===== config.mk =====
export PLATFORM = sky130hd
export DESIGN_NAME = mult_arbiter
export DESIGN_NICKNAME = d
export VERILOG_FILES = /design/src/rtl/mult_arbiter.sv
export SDC_FILE = /design/constraint.sdc
export NUM_CORES = 1
export LEC_CHECK = 0
export ABC_AREA = 1
export BUFFER_PORTS_ARGS = -buffer_cell sky130_fd_sc_hd__buf_2
export CAP_MARGIN = 20
export CORE_ASPECT_RATIO = 1.2
export CORE_MARGIN = 3
export CORE_UTILIZATION = 52
export DETAILED_ROUTE_END_ITERATION = 10
export PLACE_DENSITY = 0.86
export SLEW_MARGIN = 15
export SYNTH_ARGS = -nofsm -noshare
export SYNTH_HDL_FRONTEND = slang
export SYNTH_SLANG_ARGS = --single-unit

===== constraint.sdc =====
create_clock -name clk -period 7.99 [get_ports clk]
set_clock_uncertainty 0.2 [all_clocks]
set_input_delay 0.799 -clock clk [delete_from_list [all_inputs] [get_ports clk]]
set_output_delay 0.799 -clock clk [all_outputs]
set_load 0.02 [all_outputs]

===== src/rtl/mult_arbiter.sv =====
// rtl/mult_arbiter.sv - round-robin arbiter sharing one sequential multiplier core
// Grants one requester at a time, runs the core (or bypasses it on a zero operand) and returns the product.
module mult_arbiter #(
  parameter int N           = 4,
  parameter int WIDTH       = 8,
  parameter int TIMEOUT     = 32,
  parameter int BYPASS_ZERO = 1
) (
  input  logic                 clk,
  input  logic                 rst,
  input  logic [N-1:0]         req,
  input  logic [N*WIDTH-1:0]   op_b,
  input  logic [N*WIDTH-1:0]   op_q,
  output logic [N-1:0]         req_ack,
  output logic [N-1:0]         rsp_valid,
  input  logic [N-1:0]         rsp_ready,
  output logic [2*WIDTH-1:0]   rsp_result,
  output logic                 rsp_err,
  output logic                 mul_rst,
  output logic [WIDTH-1:0]     mul_b,
  output logic [WIDTH-1:0]     mul_q,
  input  logic [2*WIDTH-1:0]   mul_result,
  input  logic                 mul_done,
  output logic                 busy
);

  localparam int IW = (N > 1) ? $clog2(N) : 1;
  localparam int TW = $clog2(TIMEOUT);
  localparam logic [N-1:0] ONE_N = {{(N-1){1'b0}}, 1'b1};

  typedef enum logic [1:0] {S_IDLE, S_LAUNCH, S_WAIT, S_RESP} state_t;

  state_t               state_q, state_d;
  logic [IW-1:0]        ptr_q, ptr_d;
  logic [IW-1:0]        gnt_q, gnt_d;
  logic                 mul_rst_q, mul_rst_d;
  logic [WIDTH-1:0]     mul_b_q, mul_b_d;
  logic [WIDTH-1:0]     mul_q_q, mul_q_d;
  logic [2*WIDTH-1:0]   result_q, result_d;
  logic                 err_q, err_d;
  logic [TW-1:0]        timer_q, timer_d;

  logic [IW-1:0]        pick;
  logic [WIDTH-1:0]     pick_b;
  logic [WIDTH-1:0]     pick_q;
  logic                 req_any;

  // First requesting index at or after ptr, wrapping modulo N.
  function automatic logic [IW-1:0] rr_pick(input logic [N-1:0] r, input logic [IW-1:0] p);
    logic [IW-1:0] g;
    logic          f;
    int            idx;
    g = '0;
    f = 1'b0;
    for (int k = 0; k < N; k++) begin
      idx = (int'(p) + k) % N;
      if (!f && r[idx]) begin
        f = 1'b1;
        g = IW'(idx);
      end
    end
    return g;
  endfunction

  assign req_any = |req;
  assign pick    = rr_pick(req, ptr_q);
  assign pick_b  = op_b[pick*WIDTH +: WIDTH];
  assign pick_q  = op_q[pick*WIDTH +: WIDTH];

  always_comb begin
    state_d   = state_q;
    ptr_d     = ptr_q;
    gnt_d     = gnt_q;
    mul_rst_d = mul_rst_q;
    mul_b_d   = mul_b_q;
    mul_q_d   = mul_q_q;
    result_d  = result_q;
    err_d     = err_q;
    timer_d   = timer_q;
    case (state_q)
      S_IDLE: begin
        mul_rst_d = 1'b1;
        if (req_any) begin
          gnt_d   = pick;
          mul_b_d = pick_b;
          mul_q_d = pick_q;
          err_d   = 1'b0;
          if ((BYPASS_ZERO != 0) && ((pick_b == '0) || (pick_q == '0))) begin
            result_d = '0;
            state_d  = S_RESP;
          end else begin
            state_d = S_LAUNCH;
          end
        end
      end
      S_LAUNCH: begin
        mul_rst_d = 1'b0;
        timer_d   = '0;
        state_d   = S_WAIT;
      end
      S_WAIT: begin
        timer_d = timer_q + 1'b1;
        // A done arriving on the last allowed cycle still wins over the abort.
        if (mul_done) begin
          result_d  = mul_result;
          mul_rst_d = 1'b1;
          state_d   = S_RESP;
        end else if (timer_q == TW'(TIMEOUT - 1)) begin
          result_d  = '0;
          err_d     = 1'b1;
          mul_rst_d = 1'b1;
          state_d   = S_RESP;
        end
      end
      S_RESP: begin
        if (rsp_ready[gnt_q]) begin
          ptr_d   = (gnt_q == IW'(N - 1)) ? '0 : gnt_q + 1'b1;
          state_d = S_IDLE;
        end
      end
      default: state_d = S_IDLE;
    endcase
  end

  always_ff @(posedge clk) begin
    if (rst) begin
      state_q   <= S_IDLE;
      ptr_q     <= '0;
      gnt_q     <= '0;
      mul_rst_q <= 1'b1;
      mul_b_q   <= '0;
      mul_q_q   <= '0;
      result_q  <= '0;
      err_q     <= 1'b0;
      timer_q   <= '0;
    end else begin
      state_q   <= state_d;
      ptr_q     <= ptr_d;
      gnt_q     <= gnt_d;
      mul_rst_q <= mul_rst_d;
      mul_b_q   <= mul_b_d;
      mul_q_q   <= mul_q_d;
      result_q  <= result_d;
      err_q     <= err_d;
      timer_q   <= timer_d;
    end
  end

  assign req_ack    = (state_q == S_IDLE && req_any && !rst) ? (ONE_N << pick) : '0;
  assign rsp_valid  = (state_q == S_RESP && !rst) ? (ONE_N << gnt_q) : '0;
  assign rsp_result = result_q;
  assign rsp_err    = err_q;
  assign mul_rst    = mul_rst_q;
  assign mul_b      = mul_b_q;
  assign mul_q      = mul_q_q;
  assign busy       = (state_q != S_IDLE);

endmodule


# After elaboration in Yosys (flattened, before gate mapping)

Cells that the tools add are included.

Add/subtract/negate cells: 5
Order comparisons: 5
Equal/unequal tests: 11
Shift-type cells: 4
Multiplexer cells: 41
Bitwise operators: 3
Reduce and logical (&&, ||, !) cells: 28

Operators by type and width:

| cell                                               | number |
|---|---|
| two-way mux 16 bit                                 | 4 |
| indexed part select 32 x 6 -> 8 bit                | 2 |
| case mux 16 bit (2 select lines)                   | 1 |
| two-way mux 2 bit                                  | 10 |
| logical NOT 8 bit                                  | 2 |
| two-way mux 1 bit                                  | 15 |
| < comparator 3 x 4 -> 1 bit, second input constant | 3 |
| binary-select mux 1 bit (select 2 bit)             | 5 |
| inequality test 2 bit, second input constant       | 5 |
| case mux 5 bit (2 select lines)                    | 1 |
| two-way mux 4 bit                                  | 2 |
| case mux 2 bit (4 select lines)                    | 1 |
| AND reduction 4 bit                                | 2 |
| left shift 1 x 2 -> 4 bit, first input constant    | 2 |
| equality test 2 bit, second input constant         | 3 |
| logical AND 1 bit                                  | 6 |
| < comparator 2 x 3 -> 1 bit, second input constant | 2 |
| AND reduction 2 bit                                | 3 |
| nonzero test 2 bit                                 | 3 |
| OR reduction 2 bit                                 | 3 |
| adder 5 x 1 -> 5 bit, second input constant        | 1 |
| equality test 5 bit, second input constant         | 1 |
| adder 2 x 1 -> 2 bit, second input constant        | 2 |
| adder 2 bit, second input constant                 | 2 |
| other kinds (11)                                   | 16 |

Register bits: 45
Output and inout port bits: 43

# Depth between registers and ports, before layout

Gate-level depths: netlist of run 1.

Word-level depth: 20
Mapped depth: 26

# Worst setup path after synthesis of run 1

Ideal clock, no wire load.

Path type: input to output
From: input req[1]
To: output req_ack[0]
Arrival time: 2.288 ns
Data required time: 6.991 ns
Path slack: 4.703 ns
Stages: 11
Cell sequence: inv_1 nand2_1 nand3_1 nand2_2 nor2_8 nand2_4 nand2_4 nand2_2 buf_6 buf_4 nor3_1

Cells in the longest elaborated chain, start to end: 14
Elaborated cells between the ends (all ways): 29
Those cells by class: shift (1); mux (19); reduce/logical (9)

Ends and longest elaborated chain:

| element                                 | RTL line | RTL |
|---|---|---|
| start, declared                         | 11       | `input logic [N-1:0] req,` |
| binary-select mux 1 bit (select 2 bit)  | 57       | `if (!f && r[idx]) begin` |
| two-way mux 1 bit (implied by the code) | 57       |  |
| two-way mux 1 bit                       | 57       |  |
| logical NOT 1 bit                       | 57       |  |
| logical AND 1 bit                       | 57       |  |
| two-way mux 1 bit                       | 57       |  |
| logical NOT 1 bit                       | 57       |  |
| logical AND 1 bit                       | 57       |  |
| two-way mux 1 bit                       | 57       |  |
| logical NOT 1 bit                       | 57       |  |
| logical AND 1 bit                       | 57       |  |
| two-way mux 2 bit                       | 57       |  |
| left shift 1 x 2 -> 4 bit               | 149      | `assign req_ack = (state_q == S_IDLE && req_any && !rst) ? (ONE_N << pick) : '0;` |
| two-way mux 4 bit (*)                   | 149      |  |
| end, declared                           | 14       | `output logic [N-1:0] req_ack,` |

Every way passes the cells marked *; elsewhere a longest branch is shown, timed or not. The select of a mux whose other input is x is not followed.

# Worst setup path in the final report of run 1

From: input req[3]
To: output req_ack[3]

Same word-level chain as after synthesis.

==> results.ini, run 1 <==
[status]
status=finished clean

[timing]
drv_slew=0
max_slew_margin=0.502
finalSetupViolCount=0
finalCriticalPeriod_ns=3.98
fin_setup_tns_ns=0
max_freq_mhz=251
finalHoldViolations=0
fin_crit_sh=0.498
worst_slack_ns=4.01
worstMarginPinSlew_ns=0.746
rsz0062_at_grt=no

[synthesis]
syn_area_per_cell_um2=6.17
syn_nets=620
yosysMostFrequentCell=nand2_1
yosys.cell_types.count=33
ys_seq_area_frac=0.282
synth_edf_count=0
async_flop_share=0
netlist_area_mm2=0.00320
synth_top_cell_area_share=0.282
yosys-top-cells-area=dfxtp_1 28%, nand2_1 23%, nand3_1 8.6%
ys.flop_type=dfxtp_1
synthTopCellsByCount=195 x nand2_1, 55 x nand3_1, 54 x inv_1, 45 x dfxtp_1, 31 x nor2_1
yosysTopAreaCell=dfxtp_1
netlist_instances=518
synth_seq_cells=45
yosys_warnings=0

[power]
ir_worst_vdd_mv=0.284
total_power_uw=1420
p_per_area_mw_per_mm2=360
cellLeakagePower_uw=0.00224

[route]
antenna_left=0
drc=0
drtIter0Drc=199
vias=3620
avgRoutedWirePerCell_um=11.6
via_per_inst=5.06
totalWireLength_um=8330
first_pass_iters=4

[placed_design]
portBuffers=133
place_ws_ns=4.05
dp.cells=708
place_congestion=0.866
post-dp-hpwl_um=6600

[critical_path]
cp_num_buf_inv=4
cp.arrival_ns=2.98
critPathKind=input pin to primary output
cp_cell_sequence=buf_2 -> inv_1 -> nand2_1 -> nand2_1 -> nor2_1 -> nor2_2 -> nand4_4 -> nand2_2 -> inv_1 -> nor3_1 -> buf_2
worst_ep_required_time_ns=6.99
crit_path_max_incr_delay_ns=0.60
path_max_fanout=38
startpoint_type=input pin
crit_family=simple AND/OR/NAND/NOR gates
slowest_stage=nand2_2
critPathCaptureType=primary output

[run]
cap_violations=0

[global_route]
grt_overflow=0
antenna_found_initial=0
grt_max_degree=39
grt_usage=0.228
grt_pass1_vias=3284
grt_pass1_wl_um=13600

[clocking]
hold_buffers=0
numCtsBuffers=5
cts_setup_buffers=0
cts_resized=0
cts_max_path_buffers=2
tritoncts=built
insertion_delay_ns=0.29
cts_root_buffer=clkbuf_8
cts.sinks=45
clkTransAtPathRegs_ns=0.08
htreeDepth=2

[floorplan]
die_w_um=77.6
ioPinCount=134
rows=30
die_h_um=91.9
coreArea_mm2=0.00582
initial_utilization=0.549
die_area_mm2=0.00713

[layout]
layoutNonFillerInstCount=716
layout.nets=737
syn_to_final_growth_pct=23.0
drive_gt1_frac=0.269
antenna_cells=0

[hold_path]
worstHoldPathType=flop to flop

[per-layer routing]
layer / vias up / global-route usage / routed length, µm
li1: 1883 / - / -
met5: - / 0 / 0
met1: 1637 / 0.267 / 3400
met4: 0 / 0.0668 / 145
met3: 16 / 0.0472 / 448
met2: 84 / 0.416 / 4330
[kinds of logic (layout without fill, tap and decap cells)]
family | count (synthesis) | count (layout) | synth area share
AO/OA/AOI/OAI | 61 | 61 | 0.116
adder cells (fa/ha/maj) | 11 | 11 | 0.0431
flip-flops | 45 | 45 | 0.282
AND/OR/NAND/NOR | 317 | 317 | 0.439
buffers and inverters | 84 | 202 | 0.120
[placed cells by master, fill, tap and decap left out, drive strengths merged]
master    n
nand2   207
buf     136
inv      58
nand3    56
dfxtp    45
nor2     35
a21oi    29
o211ai   15
nor3     14
o21ai    13
ha       11
clkbuf    7
nand4     3
a211oi    2
nor4      1
o22ai     1
nand3b    1
a31oi     1
clkinv    1
[report_power, final]
part           switching [µW]  internal [µW]
clock                    73.8           78.2
sequential               59.4            324
combinational             585            295
[flip-flops by register name (all words and copies together), names as in the netlist]
| register | count |
|---|---|
| mul_q | 8 |
| rsp_err | 1 |
| timer_q | 5 |
| mul_b | 8 |
| state_q | 2 |
| ptr_q | 2 |
| gnt_q | 2 |
| mul_rst | 1 |
| rsp_result | 16 |
[worst reg2reg max path, stage by stage, from the launching register on]
cell and delay (ns):
dfxtp_1 0.59, nand2_1 0.13, nand2_1 0.09, nor2_1 0.06, nor2_2 0.23, nand4_4 0.36
nand2_2 0.60, nand2_1 0.17, nand2_1 0.11, nand2_1 0.05, nand2_1 0.08, inv_1 0.05
nand2_1 0.06, nor2_1 0.05, nand2_2 0.10, nand3_4 0.28, a21oi_1 0.25, nor2_1 0.06
[area by class of cell]
class	instances	area (µm²)
multi-input cells	389	1920
fillers	543	1890
flip-flops and latches	45	901
repair buffers	136	688
inverters	58	223
well taps	80	100
clock buffers	7	96.3
clock inverters	1	5.00
[worst paths after layout]
kind | slack, ns | from | cells after the start | endpoint
worst max-delay path | 4.01 | req[3] | 11 | req_ack[3]
worst min-delay path | 0.28 | rsp_result[2] | 2 | rsp_result[2]
worst max register to register | 4.37 | ptr_q[0] | 17 | rsp_result[15]
worst min register to register | 0.28 | rsp_result[2] | 2 | rsp_result[2]
[per-stage QoR]
| step | instance area [µm²] | hold WS (ns) | util |
|---|---|---|---|
| 2_1_floorplan | 3200 | 0.243 | - |
| 3_3_place_gp | 3830 | 0.257 | 0.658 |
| 3_5_place_dp | 3830 | 0.264 | 0.658 |
| 4_1_cts | 3930 | 0.284 | 0.676 |
| 5_1_grt | 3930 | 0.302 | 0.676 |
| 6_report | 3930 | 0.278 | 0.676 |
Note: power is estimated with default switching activity, not from simulation.
==> inputs of run 2 (changes only) <==
CORE_UTILIZATION = 49   (was 52)
PLACE_DENSITY = 0.82   (was 0.86)
clock period = 3.87 ns   (was 7.99 ns; I/O delays follow)
==> results.ini, run 2 (same netlist as run 1, synthesis figures left out) <==
[critical_path]
ff2ff_setup_slack_ns=0.52
critPathCaptureType=primary output
cp.arrival_ns=2.76
critPathKind=flop to primary output
path_max_fanout=38
worst_ep_required_time_ns=3.28
startpoint_type=flop

[layout]
drive_gt1_frac=0.269
antenna_cells=0
layoutNonFillerInstCount=718
syn_to_final_growth_pct=23.6
mostFrequentLayoutCell=nand2_1
largest_reg_flops=16
layout.nets=738
layout_common_cells=195 x nand2_1, 133 x buf_2, 55 x nand3_1

[hold_path]
worstHoldPathType=input pin to flop

[floorplan]
coreArea_mm2=0.00617
ioPinCount=134
rows=31
die_area_mm2=0.00753
initial_utilization=0.518
die_w_um=79.7
die_h_um=94.5

[timing]
rsz0062_at_grt=no
max_slew_margin=0.471
max_freq_mhz=299
worst_slack_ns=0.522
finalCriticalPeriod_ns=3.35
finalHoldViolations=0
fin_setup_tns_ns=0
fin_crit_sh=0.865
drv_slew=0
finalSetupViolCount=0
worstMarginPinSlew_ns=0.793

[run]
cap_violations=0

[route]
first_pass_iters=4
avgRoutedWirePerCell_um=12.1
vias=3614
drc=0
totalWireLength_um=8700
via_per_inst=5.03
antenna_left=0
drtIter0Drc=185

[clocking]
insertion_delay_ns=0.29
hold_buffers=0
cts_setup_buffers=0
cts.sinks=45
tritoncts=built
clkTransAtPathRegs_ns=0.08
cts_root_buffer=clkbuf_8
numCtsBuffers=5
htreeDepth=2
cts_max_path_buffers=2

[power]
total_power_uw=2970
ir_worst_vdd_mv=0.480
p_per_area_mw_per_mm2=752
cellLeakagePower_uw=0.00225

[placed_design]
dp.cells=711
portBuffers=133
place_congestion=0.928
place_ws_ns=0.361
post-dp-hpwl_um=6830

[status]
status=finished clean

[global_route]
grt_max_degree=39
grt_pass1_vias=3212
grt_usage=0.224
grt_pass1_wl_um=13700
grt_overflow=0
antenna_found_initial=0

[run 2: cell count changes in the layout (fill, tap and decap cells not counted), sizes merged]
cell    change
bufinv      +1
buf         +1
clkbuf      -2
[run 2: cell type report]
type	count	area [µm²]
repair buffers	137	696
multi-input cells	389	1920
clock inverters	2	35.0
fillers	592	2220
flip-flops and latches	45	901
well taps	82	103
clock buffers	5	68.8
inverters	58	223
[run 2: repair_timing]
item,4_1_cts,5_1_grt
hold endpoints to repair,0,0
resized for setup,0,1
endpoints found under the setup margin,0,17
[run 2: worst paths after layout]
path / from / to / depth (start not counted)
max: ptr_q[0] / req_ack[1] / 13
min: rst / state_q[1] / 2
max reg2reg: ptr_q[0] / rsp_result[15] / 21
min reg2reg: rsp_result[0] / rsp_result[0] / 2
[run 2: where the power goes]
part	switching, µW	total [µW]	internal (µW)	leakage (µW)
Sequential	124	792	668	0.000371
Combinational	1220	1840	613	0.00182
Clock	155	343	188	0.0000540
Total	1500	2970	1470	0.00225
[run 2: per-layer routing]
metal  GRT usage  vias up  share of wire
met1       0.261     1648           0.41
met5           0        -              0
met4      0.0549        0          0.010
li1            -     1883              -
met2       0.424       73           0.54
met3      0.0363       10          0.039
[run 2: through the flow]
stage	area (µm²)	hold WS, ns	utilization
floorplan	3200	0.243	-
global placement	3840	0.257	0.623
detailed placement	3840	0.263	0.623
CTS	3950	0.148	0.640
global route	3950	0.160	0.640
finish	3950	0.160	0.640
[run 2: critical path, cell delays in order, from the launching register on]
cell and delay, ns:
dfxtp_1 0.57, inv_6 0.09, nand2_1 0.09, nand3_1 0.11, nand2_2 0.14, inv_1 0.07
nand2_1 0.06, nand2_1 0.04, nand2_1 0.11, nand2_4 0.19, nand2_4 0.35, inv_1 0.17
nor3_1 0.26, buf_2 0.22
